$ cat src/rtl/alu_pkg.sv
// Shared types for the multi-cycle ALU: opcodes, FSM states and the result flag set.
package alu_pkg;

   typedef enum logic [2:0] {
      ALU_ADD = 3'b000,
      ALU_SUB = 3'b001,
      ALU_AND = 3'b010,
      ALU_OR  = 3'b011,
      ALU_MUL = 3'b100,
      ALU_SLL = 3'b101,
      ALU_SRL = 3'b110,
      ALU_SRA = 3'b111
   } alu_op_e;

   typedef enum logic [1:0] {
      ST_IDLE,
      ST_MUL,
      ST_DONE
   } alu_state_e;

   typedef struct packed {
      logic carry;
      logic zero;
      logic negative;
      logic overflow;
   } alu_flags_t;

endpackage

$ cat src/rtl/alu_mul_iter.sv
// Iterative unsigned shift-add multiplier: one multiplier bit per cycle, WIDTH cycles total.
module alu_mul_iter #(
   parameter int WIDTH = 32
) (
   input  logic             clk,
   input  logic             rst_n,
   input  logic             start,
   input  logic [WIDTH-1:0] a,
   input  logic [WIDTH-1:0] b,
   output logic             busy,
   output logic             done,
   output logic [WIDTH-1:0] prod_lo,
   output logic [WIDTH-1:0] prod_hi
);

   localparam int CW = $clog2(WIDTH);

   logic [WIDTH-1:0] mcand_reg;
   logic [WIDTH-1:0] hi_reg;
   logic [WIDTH-1:0] lo_reg;
   logic [CW-1:0]    count_reg;
   logic             busy_reg;

   logic [WIDTH-1:0] src_mc;
   logic [WIDTH-1:0] src_hi;
   logic [WIDTH-1:0] src_lo;
   logic [WIDTH:0]   step_sum;
   logic             advance;

   // The start edge already performs the first step straight from the operand inputs,
   // so the last step lands one cycle before done is seen by the caller.
   always_comb begin
      src_mc   = start ? a : mcand_reg;
      src_hi   = start ? '0 : hi_reg;
      src_lo   = start ? b : lo_reg;
      step_sum = {1'b0, src_hi} + (src_lo[0] ? {1'b0, src_mc} : '0);
      advance  = start || (busy_reg && (count_reg != '0));
   end

   always_ff @(posedge clk or negedge rst_n) begin
      if (!rst_n) begin
         mcand_reg <= '0;
         hi_reg    <= '0;
         lo_reg    <= '0;
         count_reg <= '0;
         busy_reg  <= 1'b0;
      end else begin
         if (advance) begin
            hi_reg <= step_sum[WIDTH:1];
            lo_reg <= {step_sum[0], src_lo[WIDTH-1:1]};
         end
         if (start) begin
            mcand_reg <= a;
            count_reg <= CW'(WIDTH - 1);
            busy_reg  <= 1'b1;
         end else if (busy_reg) begin
            if (count_reg != '0) begin
               count_reg <= count_reg - 1'b1;
            end else begin
               busy_reg <= 1'b0;
            end
         end
      end
   end

   assign busy    = busy_reg;
   assign done    = busy_reg && (count_reg == '0);
   assign prod_lo = lo_reg;
   assign prod_hi = hi_reg;

endmodule

$ cat src/rtl/alu_mc.sv
// Multi-cycle ALU with valid/ready handshakes, registered result and flags, optional iterative multiply.
module alu_mc
   import alu_pkg::*;
#(
   parameter int WIDTH  = 32,
   parameter bit MUL_EN = 1'b1
) (
   input  logic             clk,
   input  logic             rst_n,
   input  logic             in_valid,
   output logic             in_ready,
   input  logic [WIDTH-1:0] a,
   input  logic [WIDTH-1:0] b,
   input  logic [2:0]       opcode,
   output logic             out_valid,
   input  logic             out_ready,
   output logic [WIDTH-1:0] result,
   output logic             carry,
   output logic             zero,
   output logic             negative,
   output logic             overflow
);

   localparam int SW = $clog2(WIDTH);

   alu_state_e       state_reg, state_next;
   logic             run_reg;
   logic [WIDTH-1:0] result_reg;
   alu_flags_t       flags_reg;

   alu_op_e          op;
   logic             accept;
   logic             load;
   logic             mul_start;
   logic             mul_busy;
   logic             mul_done;
   logic [WIDTH-1:0] prod_lo;
   logic [WIDTH-1:0] prod_hi;

   logic [SW-1:0]    shamt;
   logic [WIDTH:0]   add_ext, sub_ext, sll_ext, srl_ext, sra_ext;
   logic [WIDTH-1:0] sc_res;
   logic             sc_carry, sc_ovf;
   logic [WIDTH-1:0] res_next;
   alu_flags_t       flags_next;

   assign op     = alu_op_e'(opcode);
   assign shamt  = b[SW-1:0];
   assign accept = in_valid && in_ready;

   // Shifts run on a one-bit-extended operand so the extra bit is the last bit shifted out.
   always_comb begin
      add_ext = {1'b0, a} + {1'b0, b};
      sub_ext = {1'b0, a} - {1'b0, b};
      sll_ext = {1'b0, a} << shamt;
      srl_ext = {a, 1'b0} >> shamt;
      sra_ext = $unsigned($signed({a, 1'b0}) >>> shamt);
   end

   always_comb begin
      sc_res   = '0;
      sc_carry = 1'b0;
      sc_ovf   = 1'b0;
      case (op)
         ALU_ADD: begin
            sc_res   = add_ext[WIDTH-1:0];
            sc_carry = add_ext[WIDTH];
            sc_ovf   = (a[WIDTH-1] == b[WIDTH-1]) && (sc_res[WIDTH-1] != a[WIDTH-1]);
         end
         ALU_SUB: begin
            sc_res   = sub_ext[WIDTH-1:0];
            sc_carry = sub_ext[WIDTH];
            sc_ovf   = (a[WIDTH-1] != b[WIDTH-1]) && (sc_res[WIDTH-1] != a[WIDTH-1]);
         end
         ALU_AND: sc_res = a & b;
         ALU_OR:  sc_res = a | b;
         ALU_MUL: sc_res = '0;
         ALU_SLL: begin
            sc_res   = sll_ext[WIDTH-1:0];
            sc_carry = sll_ext[WIDTH];
         end
         ALU_SRL: begin
            sc_res   = srl_ext[WIDTH:1];
            sc_carry = srl_ext[0];
         end
         ALU_SRA: begin
            sc_res   = sra_ext[WIDTH:1];
            sc_carry = sra_ext[0];
         end
      endcase
   end

   always_comb begin
      if (state_reg == ST_MUL) begin
         res_next            = prod_lo;
         flags_next.carry    = |prod_hi;
         flags_next.overflow = |prod_hi;
      end else begin
         res_next            = sc_res;
         flags_next.carry    = sc_carry;
         flags_next.overflow = sc_ovf;
      end
      flags_next.zero     = (res_next == '0);
      flags_next.negative = res_next[WIDTH-1];
   end

   always_comb begin
      state_next = state_reg;
      mul_start  = 1'b0;
      load       = 1'b0;
      case (state_reg)
         ST_IDLE: begin
            if (accept) begin
               if ((op == ALU_MUL) && MUL_EN) begin
                  mul_start  = 1'b1;
                  state_next = ST_MUL;
               end else begin
                  load       = 1'b1;
                  state_next = ST_DONE;
               end
            end
         end
         ST_MUL: begin
            if (mul_done) begin
               load       = 1'b1;
               state_next = ST_DONE;
            end
         end
         ST_DONE: begin
            if (out_ready) begin
               state_next = ST_IDLE;
            end
         end
         default: state_next = ST_IDLE;
      endcase
   end

   // run_reg keeps in_ready low until the first clock after reset release.
   always_ff @(posedge clk or negedge rst_n) begin
      if (!rst_n) begin
         state_reg  <= ST_IDLE;
         run_reg    <= 1'b0;
         result_reg <= '0;
         flags_reg  <= '0;
      end else begin
         state_reg <= state_next;
         run_reg   <= 1'b1;
         if (load) begin
            result_reg <= res_next;
            flags_reg  <= flags_next;
         end
      end
   end

   generate
      if (MUL_EN) begin : g_mul
         alu_mul_iter #(
            .WIDTH (WIDTH)
         ) u_mul (
            .clk     (clk),
            .rst_n   (rst_n),
            .start   (mul_start),
            .a       (a),
            .b       (b),
            .busy    (mul_busy),
            .done    (mul_done),
            .prod_lo (prod_lo),
            .prod_hi (prod_hi)
         );
      end else begin : g_no_mul
         assign mul_busy = 1'b0;
         assign mul_done = 1'b0;
         assign prod_lo  = '0;
         assign prod_hi  = '0;
      end
   endgenerate

   assign in_ready  = (state_reg == ST_IDLE) && run_reg && !mul_busy;
   assign out_valid = (state_reg == ST_DONE);
   assign result    = result_reg;
   assign carry     = flags_reg.carry;
   assign zero      = flags_reg.zero;
   assign negative  = flags_reg.negative;
   assign overflow  = flags_reg.overflow;

endmodule
$ cat config.mk
export PLATFORM = sky130hd
export DESIGN_NAME = alu_mc
export DESIGN_NICKNAME = d
export VERILOG_FILES = /design/src/rtl/alu_pkg.sv /design/src/rtl/alu_mul_iter.sv /design/src/rtl/alu_mc.sv
export SDC_FILE = /design/constraint.sdc
export NUM_CORES = 1
export LEC_CHECK = 0
export ABC_CLOCK_PERIOD_IN_PS = 4500
export BUFFER_PORTS_ARGS = -buffer_cell sky130_fd_sc_hd__buf_4
export CAP_MARGIN = 20
export CORE_ASPECT_RATIO = 1.75
export CORE_MARGIN = 2
export CORE_UTILIZATION = 41
export DETAILED_ROUTE_END_ITERATION = 12
export PLACE_DENSITY_LB_ADDON = 0.2
export SYNTH_ARGS = -nofsm -noshare
export SYNTH_HDL_FRONTEND = slang
export SYNTH_HIERARCHICAL = 1
export SYNTH_SLANG_ARGS = --single-unit
$ cat constraint.sdc
create_clock -name clk -period 4.5 [get_ports clk]
set_clock_uncertainty 0.1 [all_clocks]
set_input_delay 0.675 -clock clk [delete_from_list [all_inputs] [get_ports clk]]
set_output_delay 0.675 -clock clk [all_outputs]
set_load 0.05 [all_outputs]
==> metrics <==
Cells after Synth 2320; status complete, no violations; peak supply drop 0.000455 V; Synth area leader dfrtp_1; crit path capture type register; most frequent CP cell buf_4; CTS tree built; die height 283 um; CTS root buffer clkbuf_16; WL/cell 28.4 um; largest family of logic cells by synthesized area compound AO/OA/AOI/OAI gates; largest net degree at the start of global routing 77; Met1 Wirelength 32.0 mm; First-pass DRT Iterations 6; Worst Hold Class input port to asynchronous set/reset pin; Post-Synth Adder-Cell Area 9.31%; layout cell share with drive strength beyond 1 28.4%; asr flop ratio synth 100%; Max-Cap Viols 0; final setup violation count 0; Synthesized Nets 2525; Routed Antenna Nets 0; Critical-path top delay cell or4_1; P per Cell Area 494 nW/um^2; first-pass GRT wire length 138 mm; vias in the first global route 21500; Final nets 2960; crit path DAT 4.70 ns; Final Cycle Share 97.7%; core area 44200 um^2; minimum clock period 4.40 ns; Slew @ Worst Pin 1.20 ns; RSZ-0062 raised after global routing no; P&R area growth vs syn 28.7%; CTS Sinks 140; Port Buffers 108; Total Negative Setup Slacks 0 ns; DRC 0; Critical Path Source b[2]; # rows 102; max-slew violation count 0; post-synth top area share 19.2%; Post-CTS Hold Buffers 0; CTS H-Tree Depth 4; Cell variety after synth 105; FF-to-FF path depth 15; final count of hold timing violations 0; Bufs on Longest Clock Path 2; register area share after synthesis 19.2%; DR vias/cell 6.29; clk_lat worst skew 0.48 ns; filler cell count 4337; leakage 10.7 nW; Iter 0 DRT Violations 1882; post-synthesis simple-gate area fraction 20.9%; critical path, cell by cell buf_4 -> buf_12 -> buf_12 -> mux2i_1 -> mux4_2 -> buf_4 -> nor2_1 -> o21ai_1 -> buf_4 -> nand3_1 -> a311oi_1 -> nand4_1 -> or4_1 -> nor4_1 -> nand4_1 -> o21ai_1; Synth Area in XOR/XNOR 2.45%; initial antenna violation count 5; met2 WL post-DR 46.6 mm; final wirelength 94.9 mm; crit start category input port; mux cell area share after synthesis 14.9%; grt total ovfl 0; Initial Util 41.3%; synth top area cells dfrtp_1 (19%), ha_1 (9.0%), mux4_2 (6.3%); most frequent cells in the layout buf_4 (574), nand2_1 (260), nor2_1 (171); Slew HR 19.1%; Ports 109; slowest stage delay, CP 0.63 ns; Synth Flop Type dfrtp_1; CTS clock-pin slew for the worst setup and hold paths 0.07 ns; Max Used Layer met5; YS warnings 6; total number of vias 21000; Die ar. 46300 um^2; syn_area_per_cell 7.87 um^2; DR WL met3 6.19 mm; compound-cell area share of the yosys netlist 26.4%; fmax 227 MHz; GR Util All Layers 40.8%; Post-synth EDFFs 0; GP Congestion 1.09; Reg-to-Reg Start state_reg[0]; synthesis-stage register bit count 140; HPWL after DPL 76.2 mm; CP required 4.80 ns; Die Wd 163 um; commonest non-fill, non-tap cell in the layout buf_4; total CTS buffers 17; synthesized area 18300 um^2; final core occ 53.2%; critical path type input port to register; Critical Path Fanout Max 39
## synthesized netlist by cell type (52+ instances only)
cell and number:
nand3_1 52, clkbuf_1 103, inv_1 119, a21oi_1 165
ha_1 131, nor2b_1 88, o21ai_0 163, nor3_1 55
mux2i_1 88, nor2_1 172, nand2_1 260, dfrtp_1 140
## path summary, 6_finish.rpt
path | to | slack, ns
max in group asynchronous | g_mul.u_mul/prod_hi[6] | 3.32
min in group clk | g_mul.u_mul/prod_lo[26] | 0.32
max reg2reg | g_mul.u_mul/prod_hi[30] | 0.32
max | zero | 0.10
min | result[25] | 0.09
min reg2reg | result[17] | 0.38
## worst max-delay path, delay by kind of cell
family,cells,cell delay (ns)
buffers and inverters,5,0.86
multiplexers,2,0.72
AND/OR/NAND/NOR,6,1.45
AO/OA/AOI/OAI,3,0.95
## per-layer routing
metal	global-route usage (%)	up-vias
li1	-	9427
met1	41.3	10100
met2	70.5	1048
met3	7.95	433
met4	35.3	4
met5	0	-
## layout make-up
| type | count | area (um^2) | area share (%) |
|---|---|---|---|
| clock buffer | 18 | 439 | 1.87 |
| clock inverter | 14 | 201 | 0.858 |
| tap | 572 | 716 | 3.05 |
| timing repair buffer | 587 | 4550 | 19.4 |
| sequential | 140 | 3500 | 14.9 |
| inverter | 122 | 459 | 1.96 |
| antenna | 2 | 5.00 | 0.0213 |
| multi-input combinational | 1887 | 13600 | 58.0 |
## kinds of logic (layout without fill, tap and decap cells)
group / Yosys count / in the layout
other cells: 1 / 3
simple gates: 792 / 792
buf+inv: 293 / 741
flops: 140 / 140
mux: 198 / 198
compound gates: 711 / 711
xor+xnor: 51 / 51
fa+ha+maj: 134 / 134
## repair_timing
action	CTS	global route
resized for setup	0	8
endpoints found under the setup margin	0	11
buffers inserted	0	2
## power by group
group | switching [W] | leakage [nW] | total (W) | internal, W
sequential | 0.000473 | 1.72 | 0.00233 | 0.00185
clock | 0.000705 | 0.308 | 0.00162 | 0.000912
combinational | 0.00435 | 8.71 | 0.00767 | 0.00331
## metrics by stage
step	total power [W]	cells	area [um^2]	hold slack (ns)	setup slack (ns)
6_report	0.0116	3342	23500	0.0922	0.101
5_1_grt	0.0123	3340	23500	0.145	0.0669
4_1_cts	0.0115	3338	23400	0.115	0.0554
3_5_place_dp	0.00987	3306	22800	0.372	-0.444
3_3_place_gp	0.00976	3305	22800	0.361	-0.486
2_1_floorplan	0.00652	2320	18300	0.279	-0.0556
(Power assumes the default switching activity.)
